File: src/rtl/dvp_pkg.sv
// rtl/dvp_pkg.sv - Shared state encoding, field indices and bpp helpers for the DVP receive path
package dvp_pkg;

  typedef enum logic [1:0] {
    IDLE_ST     = 2'd0,
    WAIT_SOF_ST = 2'd1,
    ACTIVE_ST   = 2'd2
  } dvp_state_e;

  localparam int DVP_DATA_W_DFLT = 8;
  localparam int PXL_HSYNC_IDX   = DVP_DATA_W_DFLT;
  localparam int PXL_VSYNC_IDX   = DVP_DATA_W_DFLT + 1;

  localparam logic [1:0] BPP_GS     = 2'd1;
  localparam logic [1:0] BPP_RGB565 = 2'd2;
  localparam logic [1:0] BPP_RGB888 = 2'd3;

  // Out-of-range byte counts fall back to single-byte gray-scale.
  function automatic logic [1:0] bpp_sanitize(input logic [1:0] bpp, input int max_bpp);
    if (bpp == 2'd0 || int'(bpp) > max_bpp) return BPP_GS;
    return bpp;
  endfunction

endpackage

File: src/rtl/dvp_pxl_out_reg.sv
// rtl/dvp_pxl_out_reg.sv - Single-entry valid/ready pixel output register with a drop input
module dvp_pxl_out_reg #(
  parameter int DATA_W = 24
) (
  input  logic              clk,
  input  logic              rst_n,
  input  logic              in_vld_i,
  input  logic              in_drop_i,
  input  logic [DATA_W-1:0] in_data_i,
  input  logic              in_sof_i,
  input  logic              in_sol_i,
  output logic [DATA_W-1:0] out_data_o,
  output logic              out_sof_o,
  output logic              out_sol_o,
  output logic              out_vld_o,
  input  logic              out_rdy_i
);

  logic              load;
  logic              vld_d, vld_q;
  logic [DATA_W-1:0] data_d, data_q;
  logic              sof_d, sof_q;
  logic              sol_d, sol_q;

  // A dropped pixel never touches the held entry, so it stays stable under stall.
  always_comb begin
    load   = in_vld_i & ~in_drop_i;
    vld_d  = vld_q;
    data_d = data_q;
    sof_d  = sof_q;
    sol_d  = sol_q;
    if (load) begin
      vld_d  = 1'b1;
      data_d = in_data_i;
      sof_d  = in_sof_i;
      sol_d  = in_sol_i;
    end else if (out_rdy_i) begin
      vld_d  = 1'b0;
    end
  end

  always_ff @(posedge clk or negedge rst_n) begin
    if (!rst_n) begin
      vld_q  <= 1'b0;
      data_q <= '0;
      sof_q  <= 1'b0;
      sol_q  <= 1'b0;
    end else begin
      vld_q  <= vld_d;
      data_q <= data_d;
      sof_q  <= sof_d;
      sol_q  <= sol_d;
    end
  end

  assign out_vld_o  = vld_q;
  assign out_data_o = data_q;
  assign out_sof_o  = sof_q;
  assign out_sol_o  = sol_q;

endmodule

File: src/rtl/dvp_pixel_assembler.sv
// rtl/dvp_pixel_assembler.sv - DVP RX back end: packs bytes into pixels, tracks frame/line sync
module dvp_pixel_assembler
  import dvp_pkg::*;
#(
  parameter int DVP_DATA_W = 8,
  parameter int MAX_BPP    = 3,
  parameter int LINE_CNT_W = 12,
  parameter int FRM_CNT_W  = 16,
  parameter int PXL_INFO_W = DVP_DATA_W + 2,
  parameter int OUT_PXL_W  = MAX_BPP * DVP_DATA_W
) (
  input  logic                  clk,
  input  logic                  rst_n,
  input  logic [PXL_INFO_W-1:0] pxl_info_i,
  input  logic                  pxl_info_vld_i,
  output logic                  pxl_info_rdy_o,
  input  logic                  cfg_start_i,
  input  logic                  cfg_stop_i,
  input  logic [1:0]            cfg_bpp_i,
  input  logic [LINE_CNT_W-1:0] cfg_line_pxl_i,
  input  logic                  cfg_drop_mode_i,
  output logic [OUT_PXL_W-1:0]  pxl_o,
  output logic                  pxl_sof_o,
  output logic                  pxl_sol_o,
  output logic                  pxl_vld_o,
  input  logic                  pxl_rdy_i,
  output logic                  busy_o,
  output logic [FRM_CNT_W-1:0]  frm_cnt_o,
  output logic                  err_align_o,
  output logic                  err_line_o,
  output logic                  err_ovf_o
);

  localparam int VS_IDX = DVP_DATA_W + 1;
  localparam int HS_IDX = DVP_DATA_W;

  dvp_state_e            state_d, state_q;
  logic                  stop_pend_d, stop_pend_q;
  logic [1:0]            byte_idx_d, byte_idx_q;
  logic [1:0]            bpp_d, bpp_q;
  logic [LINE_CNT_W-1:0] line_pxl_d, line_pxl_q;
  logic [LINE_CNT_W-1:0] line_cnt_d, line_cnt_q;
  logic [FRM_CNT_W-1:0]  frm_cnt_d, frm_cnt_q;
  logic [OUT_PXL_W-1:0]  pix_d, pix_q;
  logic                  sof0_d, sof0_q;
  logic                  sol0_d, sol0_q;
  logic                  err_align_d, err_align_q;
  logic                  err_line_d, err_line_q;
  logic                  err_ovf_d, err_ovf_q;

  logic                  beat_vs, beat_hs, sync, pop, rdy;
  logic [DVP_DATA_W-1:0] beat_data;
  logic                  sof_beat, take, chk, last, complete, ovf;
  logic [1:0]            eff_bpp, idx;
  logic [OUT_PXL_W-1:0]  pix_new;
  logic                  sof_new, sol_new;
  logic                  out_vld;

  always_comb begin
    beat_vs   = pxl_info_i[VS_IDX];
    beat_hs   = pxl_info_i[HS_IDX];
    beat_data = pxl_info_i[DVP_DATA_W-1:0];
    sync      = beat_vs | beat_hs;

    // Ready depends only on state and the output register, never on the beat contents.
    if (state_q == ACTIVE_ST)
      rdy = cfg_drop_mode_i | (byte_idx_q != bpp_q - 2'd1) | ~out_vld | pxl_rdy_i;
    else
      rdy = 1'b1;
    pop = pxl_info_vld_i & rdy;

    state_d     = state_q;
    stop_pend_d = stop_pend_q;
    byte_idx_d  = byte_idx_q;
    bpp_d       = bpp_q;
    line_pxl_d  = line_pxl_q;
    line_cnt_d  = line_cnt_q;
    frm_cnt_d   = frm_cnt_q;
    pix_d       = pix_q;
    sof0_d      = sof0_q;
    sol0_d      = sol0_q;
    err_align_d = 1'b0;
    err_line_d  = 1'b0;
    err_ovf_d   = 1'b0;
    sof_beat    = 1'b0;
    take        = 1'b0;
    chk         = 1'b0;

    case (state_q)
      IDLE_ST: begin
        if (cfg_start_i && !cfg_stop_i) state_d = WAIT_SOF_ST;
      end
      WAIT_SOF_ST: begin
        if (cfg_stop_i) begin
          state_d     = IDLE_ST;
          stop_pend_d = 1'b0;
        end else if (pop && beat_vs) begin
          state_d  = ACTIVE_ST;
          sof_beat = 1'b1;
          take     = 1'b1;
        end
      end
      ACTIVE_ST: begin
        if (cfg_stop_i) stop_pend_d = 1'b1;
        if (pop) begin
          if (sync) begin
            chk         = 1'b1;
            err_align_d = (byte_idx_q != 2'd0);
          end
          if (beat_vs) frm_cnt_d = frm_cnt_q + FRM_CNT_W'(1);
          if (beat_vs && stop_pend_q) begin
            state_d     = IDLE_ST;
            stop_pend_d = 1'b0;
            byte_idx_d  = 2'd0;
          end else begin
            take     = 1'b1;
            sof_beat = beat_vs;
          end
        end
      end
      default: state_d = IDLE_ST;
    endcase

    // Frame geometry is captured on the SOF beat and applies to that beat already.
    eff_bpp = sof_beat ? bpp_sanitize(cfg_bpp_i, MAX_BPP) : bpp_q;
    if (sof_beat) begin
      bpp_d      = eff_bpp;
      line_pxl_d = cfg_line_pxl_i;
    end

    idx     = sync ? 2'd0 : byte_idx_q;
    last    = (idx == eff_bpp - 2'd1);
    pix_new = (idx == 2'd0) ? '0 : pix_q;
    for (int i = 0; i < MAX_BPP; i++) begin
      if (int'(idx) == i) pix_new[i*DVP_DATA_W +: DVP_DATA_W] = beat_data;
    end
    sof_new = (idx == 2'd0) ? beat_vs : sof0_q;
    sol_new = (idx == 2'd0) ? sync    : sol0_q;

    complete = take & last;
    if (take) begin
      pix_d      = pix_new;
      sof0_d     = sof_new;
      sol0_d     = sol_new;
      byte_idx_d = last ? 2'd0 : idx + 2'd1;
    end

    ovf       = complete & out_vld & ~pxl_rdy_i;
    err_ovf_d = ovf;

    if (chk) begin
      err_line_d = (line_pxl_q != '0) && (line_cnt_q != line_pxl_q);
      line_cnt_d = {{(LINE_CNT_W-1){1'b0}}, complete};
    end else if (complete) begin
      line_cnt_d = line_cnt_q + LINE_CNT_W'(1);
    end
  end

  always_ff @(posedge clk or negedge rst_n) begin
    if (!rst_n) begin
      state_q     <= IDLE_ST;
      stop_pend_q <= 1'b0;
      byte_idx_q  <= 2'd0;
      bpp_q       <= BPP_GS;
      line_pxl_q  <= '0;
      line_cnt_q  <= '0;
      frm_cnt_q   <= '0;
      pix_q       <= '0;
      sof0_q      <= 1'b0;
      sol0_q      <= 1'b0;
      err_align_q <= 1'b0;
      err_line_q  <= 1'b0;
      err_ovf_q   <= 1'b0;
    end else begin
      state_q     <= state_d;
      stop_pend_q <= stop_pend_d;
      byte_idx_q  <= byte_idx_d;
      bpp_q       <= bpp_d;
      line_pxl_q  <= line_pxl_d;
      line_cnt_q  <= line_cnt_d;
      frm_cnt_q   <= frm_cnt_d;
      pix_q       <= pix_d;
      sof0_q      <= sof0_d;
      sol0_q      <= sol0_d;
      err_align_q <= err_align_d;
      err_line_q  <= err_line_d;
      err_ovf_q   <= err_ovf_d;
    end
  end

  dvp_pxl_out_reg #(
    .DATA_W (OUT_PXL_W)
  ) u_out_reg (
    .clk        (clk),
    .rst_n      (rst_n),
    .in_vld_i   (complete),
    .in_drop_i  (ovf),
    .in_data_i  (pix_new),
    .in_sof_i   (sof_new),
    .in_sol_i   (sol_new),
    .out_data_o (pxl_o),
    .out_sof_o  (pxl_sof_o),
    .out_sol_o  (pxl_sol_o),
    .out_vld_o  (out_vld),
    .out_rdy_i  (pxl_rdy_i)
  );

  assign pxl_vld_o      = out_vld;
  assign pxl_info_rdy_o = rdy;
  assign busy_o         = (state_q != IDLE_ST);
  assign frm_cnt_o      = frm_cnt_q;
  assign err_align_o    = err_align_q;
  assign err_line_o     = err_line_q;
  assign err_ovf_o      = err_ovf_q;

endmodule
File: config.mk
export PLATFORM = sky130hd
export DESIGN_NAME = dvp_pixel_assembler
export DESIGN_NICKNAME = d
export VERILOG_FILES = /design/src/rtl/dvp_pkg.sv /design/src/rtl/dvp_pxl_out_reg.sv /design/src/rtl/dvp_pixel_assembler.sv
export SDC_FILE = /design/constraint.sdc
export NUM_CORES = 1
export LEC_CHECK = 0
export CORE_ASPECT_RATIO = 1.75
export CORE_MARGIN = 3
export CORE_UTILIZATION = 30
export DETAILED_ROUTE_END_ITERATION = 12
export PLACE_DENSITY = 0.48
export SLEW_MARGIN = 5
export SYNTH_ARGS = -nofsm -noshare
export SYNTH_HDL_FRONTEND = slang
export SYNTH_SLANG_ARGS = --single-unit
File: constraint.sdc
create_clock -name clk -period 2.9 [get_ports clk]
set_input_delay 0.58 -clock clk [delete_from_list [all_inputs] [get_ports clk]]
set_output_delay 0.58 -clock clk [all_outputs]
set_load 0.01 [all_outputs]
# --- Word level (Yosys, flattened, before mapping) ---
# Cells that the tools add are included.
word_totals:
  reg_bits: 103
  out_inout_bits: 48
  word_cells: 113
op_classes:
  n_addsub: 5
  n_eq_ne: 12
  muxes: 45
  bitwise: 12
  reduce_logical: 22
op_table:
  columns: ["operator", "count"]
  rows:
  - ["$mux 12", 2]
  - ["$mux 2", 12]
  - ["$mux 24", 1]
  - ["$mux 8", 3]
  - ["$mux 1", 23]
  - ["$add 16x1->16 const B", 1]
  - ["$reduce_bool 2->1", 8]
  - ["$add 12x1->12 const B", 1]
  - ["$ne 12x12->1", 1]
  - ["$reduce_bool 12->1", 1]
  - ["$logic_not 2->1", 4]
  - ["$eq 2x2->1 const B", 3]
  - ["$ne 2x2->1 const B", 3]
  - ["$pmux 1 s2", 3]
  - ["$pmux 2 s3", 1]
  - ["$reduce_and 3->1", 2]
  - ["$and 1x1->1", 5]
  - ["$logic_and 1x1->1", 4]
  - ["$or 1x1->1", 4]
  - ["$reduce_and 4->1", 1]
  - ["$sub 2x1->2 const B", 2]
  - ["$ne 3x3->1 const B", 1]
  - ["$not 1->1", 3]
  - ["$add 2x1->2 const B", 1]
  - ["6 further kinds", 6]

# --- Depth between registers and ports, before layout ---
depth:
  depth_word: 20
  depth_mapped: 11

# --- By module ---
# A second synthesis with hierarchy kept.
hier_totals:
  hier_cells: 415
  hier_area_um2: 5198.7
modules_own_cells:
  columns: ["mod", "instances", "cells_each", "area_per_inst_um2", "seq_area_each_um2"]
  rows:
  - ["dvp_pixel_assembler", 1, 356, 4082.7, 1903.1]
  - ["dvp_pxl_out_reg", 1, 59, 1116.1, 675.6]

# --- Worst setup path after synthesis ---
# OpenSTA, ideal clock, no wires.
synth_path:
  path_type: "input-to-reg"
  from: "input port pxl_rdy_i"
  to: "register u_out_reg.data_q[10], in the netlist u_out_reg.out_data_o[10]"
  setup_ps: 125
  t_arrival_ps: 2523
  path_slack_ps: 252
  cell_stages: 8
  path_buffers: 2
  cell_sequence: "nand2b_4 > or3b_1 > or2_4 > buf_6 > nor2b_4 > nor3_4 > buf_8 > mux2_4"
synth_via:
  elab_chain_len: 15
  word_cells_on_any_way: 19
  classes_between: "add/sub: 1; eq/ne: 1; mux: 8; bitwise: 8; reduce/logical: 1"
synth_lines:
  columns: ["item", "line_no", "text"]
  rows:
  - ["from (decl)", "dvp_pixel_assembler.sv:26", "input logic pxl_rdy_i,"]
  - ["$or 1x1->1 (*)", "dvp_pixel_assembler.sv:67", "rdy = cfg_drop_mode_i | (byte_idx_q != bpp_q - 2'd1) | ~out_vld | pxl_rdy_i;"]
  - ["$mux 1 (*)", "dvp_pixel_assembler.sv:66", "if (state_q == ACTIVE_ST)"]
  - ["named net pxl_info_rdy_o", "dvp_pixel_assembler.sv:16", "output logic pxl_info_rdy_o,"]
  - ["$and 1x1->1 (*)", "dvp_pixel_assembler.sv:70", "pop = pxl_info_vld_i & rdy;"]
  - ["$logic_and 1x1->1", "dvp_pixel_assembler.sv:97", "end else if (pop && beat_vs) begin"]
  - ["$mux 1", "dvp_pixel_assembler.sv:97", null]
  - ["$mux 1", "dvp_pixel_assembler.sv:94", "if (cfg_stop_i) begin"]
  - ["$pmux 1 s2", "dvp_pixel_assembler.sv:89", "case (state_q)"]
  - ["$mux 2", "dvp_pixel_assembler.sv:125", "eff_bpp = sof_beat ? bpp_sanitize(cfg_bpp_i, MAX_BPP) : bpp_q;"]
  - ["$sub 2x1->2", "dvp_pixel_assembler.sv:132", "last = (idx == eff_bpp - 2'd1);"]
  - ["$eq 2x2->1", "dvp_pixel_assembler.sv:132", null]
  - ["$and 1x1->1 (*)", "dvp_pixel_assembler.sv:140", "complete = take & last;"]
  - ["$and 1x1->1 (2 in a row)", "dvp_pixel_assembler.sv:148", "ovf = complete & out_vld & ~pxl_rdy_i;"]
  - ["$not 1->1", "dvp_pxl_out_reg.sv:27", "load = in_vld_i & ~in_drop_i;"]
  - ["$and 1x1->1 (*)", "dvp_pxl_out_reg.sv:27", null]
  - ["to (signal assigned)", "dvp_pxl_out_reg.sv:50", "data_q <= data_d;"]
  - ["to (decl)", "dvp_pxl_out_reg.sv:21", "logic [DATA_W-1:0] data_d, data_q;"]
# The timed path passes the listed nets; every way through them passes the cells marked *.
# A chain may end at the register's enable or synchronous reset.

# --- Final worst setup path ---
layout_path:
  from: "input port pxl_rdy_i"
  to: "output port pxl_info_rdy_o"
layout_via:
  elab_chain_len: 2
layout_lines:
  columns: ["item", "line_no"]
  rows:
  - ["$or 1x1->1", "dvp_pixel_assembler.sv:67"]
  - ["$mux 1", "dvp_pixel_assembler.sv:66"]
  - ["to (decl)", "dvp_pixel_assembler.sv:16"]
# No other way between the ends.

==> run summary <==
sequential share of power = 43.5%
clk sinks = 103
core area = 0.0165 mm2
worst reg2reg setup slack = 0.37 ns
Final Setup Violations = 0
initial antenna violation count = 0
EDFF count, synth = 0
drt pass-1 iters = 5
Final Hold Vio Count = 0
FP Rows = 62
Detailed Place HPWL = 9300 um
final setup TNS = 0 ns
Synth Register Bits = 103
Internal = 3.24 mW
I/O Buffers = 78
Req. time, crit path = 2.32 ns
first-pass GRT wire length = 20700 um
worst-path fanout max = 5
final slew viol count = 0
max-slew headroom at the worst pin = 60.9%
status = complete, no violations
Routed WL = 12600 um
All-Layer GR Usage = 14.1%
vias per cell = 4.88
ys flop type = dfrtp_1
CTS Buf Count = 9
sequential cell area fraction in the yosys report = 50.8%
reg2reg start = byte_idx_q[1]
Slew @ Worst Pin = 0.586 ns
max cap viols = 0
yosys warns = 0
clk slew on worst S/H paths = 0.07 ns
CTS tree = yes
CP Launch Type = input pin
die width = 104 um
cell area after synthesis = 0.00508 mm2
dpl cell area = 0.00629 mm2
Vias = 3649
met1 Use GR = 16.2%
minimum clock period = 2.69 ns
worst endpoint data arrival time = 2.11 ns
Final Wtd Congestion = 0.828
largest net degree at the start of global routing = 45
f_max = 371 MHz
setup repair after global routing missed its margin = false
DR WL/cell = 16.8 um
final instance area = 0.00660 mm2
cts hold-fix bufs = 0
Post-CTS Resized = 3
clock network power share = 24.9%
Crit Path Class = in -> out
most used routing layer = met2
most numerous cell in the Yosys netlist = dfrtp_1
Setup Buffers After CTS = 0
GR Layer Usage met3 = 3.04%
H-Tree Depth = 3
CTS max path bufs = 2
Synth Instances = 421
final core utilization = 39.9%
Clk Latency, worst-skew pair = 0.34 ns
Combinational Power Share = 31.7%
layout cell share with drive strength beyond 1 = 21.6%
Initial Utilization = 30.7%
Switch Pwr = 1.53 mW
Pwr per Cell Area = 723 mW/mm2
Syn Nets = 460
full die area = 0.0186 mm2
Layout area overhead = 29.9%
clock root buffer = clkbuf_16
R2R depth = 7
Overflow after GRT = 0
fin crit share = 92.9%
non-filler cells, final = 748
Setup crit end kind = output port
Synth area leaders = dfrtp_1 (50%), mux2_2 (8.2%), mux2_4 (5.3%), xnor2_1 (3.5%), a32o_1 (3.2%)
Synth area leader = dfrtp_1
met2 Resource Use GR = 25.1%
Ports = 79
fin nets = 558
Die Span Y = 178 um
Initial DRC Count = 94
Pleak = 2.85 nW
ys async rst share = 100%
Placed Instances = 732
R2R Path End = frm_cnt_o[14]
Yosys top cell area share = 50.3%
Synth top cells by count = dfrtp_1 (102), mux2_2 (37), nand2_1 (22), xnor2_1 (20), mux2_4 (18)
Sw Share = 32.0%
ANT nets after route = 0
residual DRC count = 0
Distinct cells, synth = 55
Worst VDD drop = 0.342 mV
Clock Skew = 0.0103 ns
antenna diode count = 0
Worst Hold Class = in -> async
number of global-route vias before repair = 3941
average size of a mapped cell = 12.1 um2
Total Power = 4.77 mW
==> per-stage QoR <==
stage                     setup WS, ns  hold WS, ns
after global placement         -0.0274        0.457
after global routing             0.155        0.255
after CTS                        0.191        0.247
final                            0.207        0.229
after detailed placement       -0.0470        0.463
after floorplan                  0.252        0.284
==> worst max-delay path by stage <==
stage | start | slack (ns) | to
CTS | pxl_rdy_i | 0.19 | pxl_info_rdy_o
finish | pxl_rdy_i | 0.21 | pxl_info_rdy_o
floorplan | pxl_rdy_i | 0.25 | u_out_reg.out_data_o[10]
global route | byte_idx_q[1] | 0.15 | frm_cnt_o[14]
detailed placement | pxl_info_i[9] | -0.05 | line_cnt_q[5]
global placement | pxl_rdy_i | -0.03 | pxl_info_rdy_o
==> layout make-up <==
class | instances | area [um2]
fill | 1616 | 9930
sequential | 103 | 2580
multi-input combinational | 284 | 2340
timing repair buffer | 109 | 1060
tap | 224 | 280
clock buffer | 9 | 225
clock inverter | 7 | 66.3
inverter | 12 | 45.0
==> flip-flops by register name (all words and copies together) (netlist names), 2 cells and up <==
register,flops
frm_cnt_o,16
bpp_q,2
line_cnt_q,12
state_q,2
pix_q,24
u_out_reg.out_data_o,24
line_pxl_q,12
byte_idx_q,2
==> cell families after synthesis <==
family,synth area share [%]
and+or+nand+nor,12.2
DFF,50.8
AOI/OAI and AO/OA,11.8
muxes,14.7
buffers and inverters,3.35
xor gates and xnor gates,5.18
adders and majority gates,1.97
==> worst max-delay path: stages <==
cell	delay, ns
clkdlybuf4s50_1	0.39
nand2b_4	0.15
or3b_1	0.39
or2_4	0.29
dlygate4sd2_1	0.31
==> cells in the final DEF (no fill, tap or decap), drive strengths merged, types with 3 or more instances in the layout <==
master and instances:
mux2 55, o211ai 3, clkbuf 9, nor3 9, inv 14, nor3b 3
mux2i 6, nor4 7, a21oi 11, or4 7, a22o 14, nand4 8
nor2 15, ha 8, a32o 16, clkinv 5, nand2 22, o21ai 13
o31ai 8, clkdlybuf4s50 76, xnor2 20, and3 5, nor2b 6, buf 32
dfrtp 102, xor2 10, nand3 11, nand2b 5
==> per-layer routing <==
layer	wire (um)	up-vias	part of all wire (%)
li1	-	1736	-
met1	5150	1799	41
met2	6560	98	52
met3	503	16	4.0
met4	365	0	2.9
met5	0	-	0
==> power by group through the flow <==
stage	Sequential, mW	Combinational (mW)	Clock (mW)
finish	2.07	1.51	1.19
global route	2.12	1.66	1.32
CTS	2.08	1.54	1.25
detailed placement	2.10	1.52	0
global placement	2.09	1.50	0
floorplan	2.08	0.894	0
(Power assumes the default switching activity.)
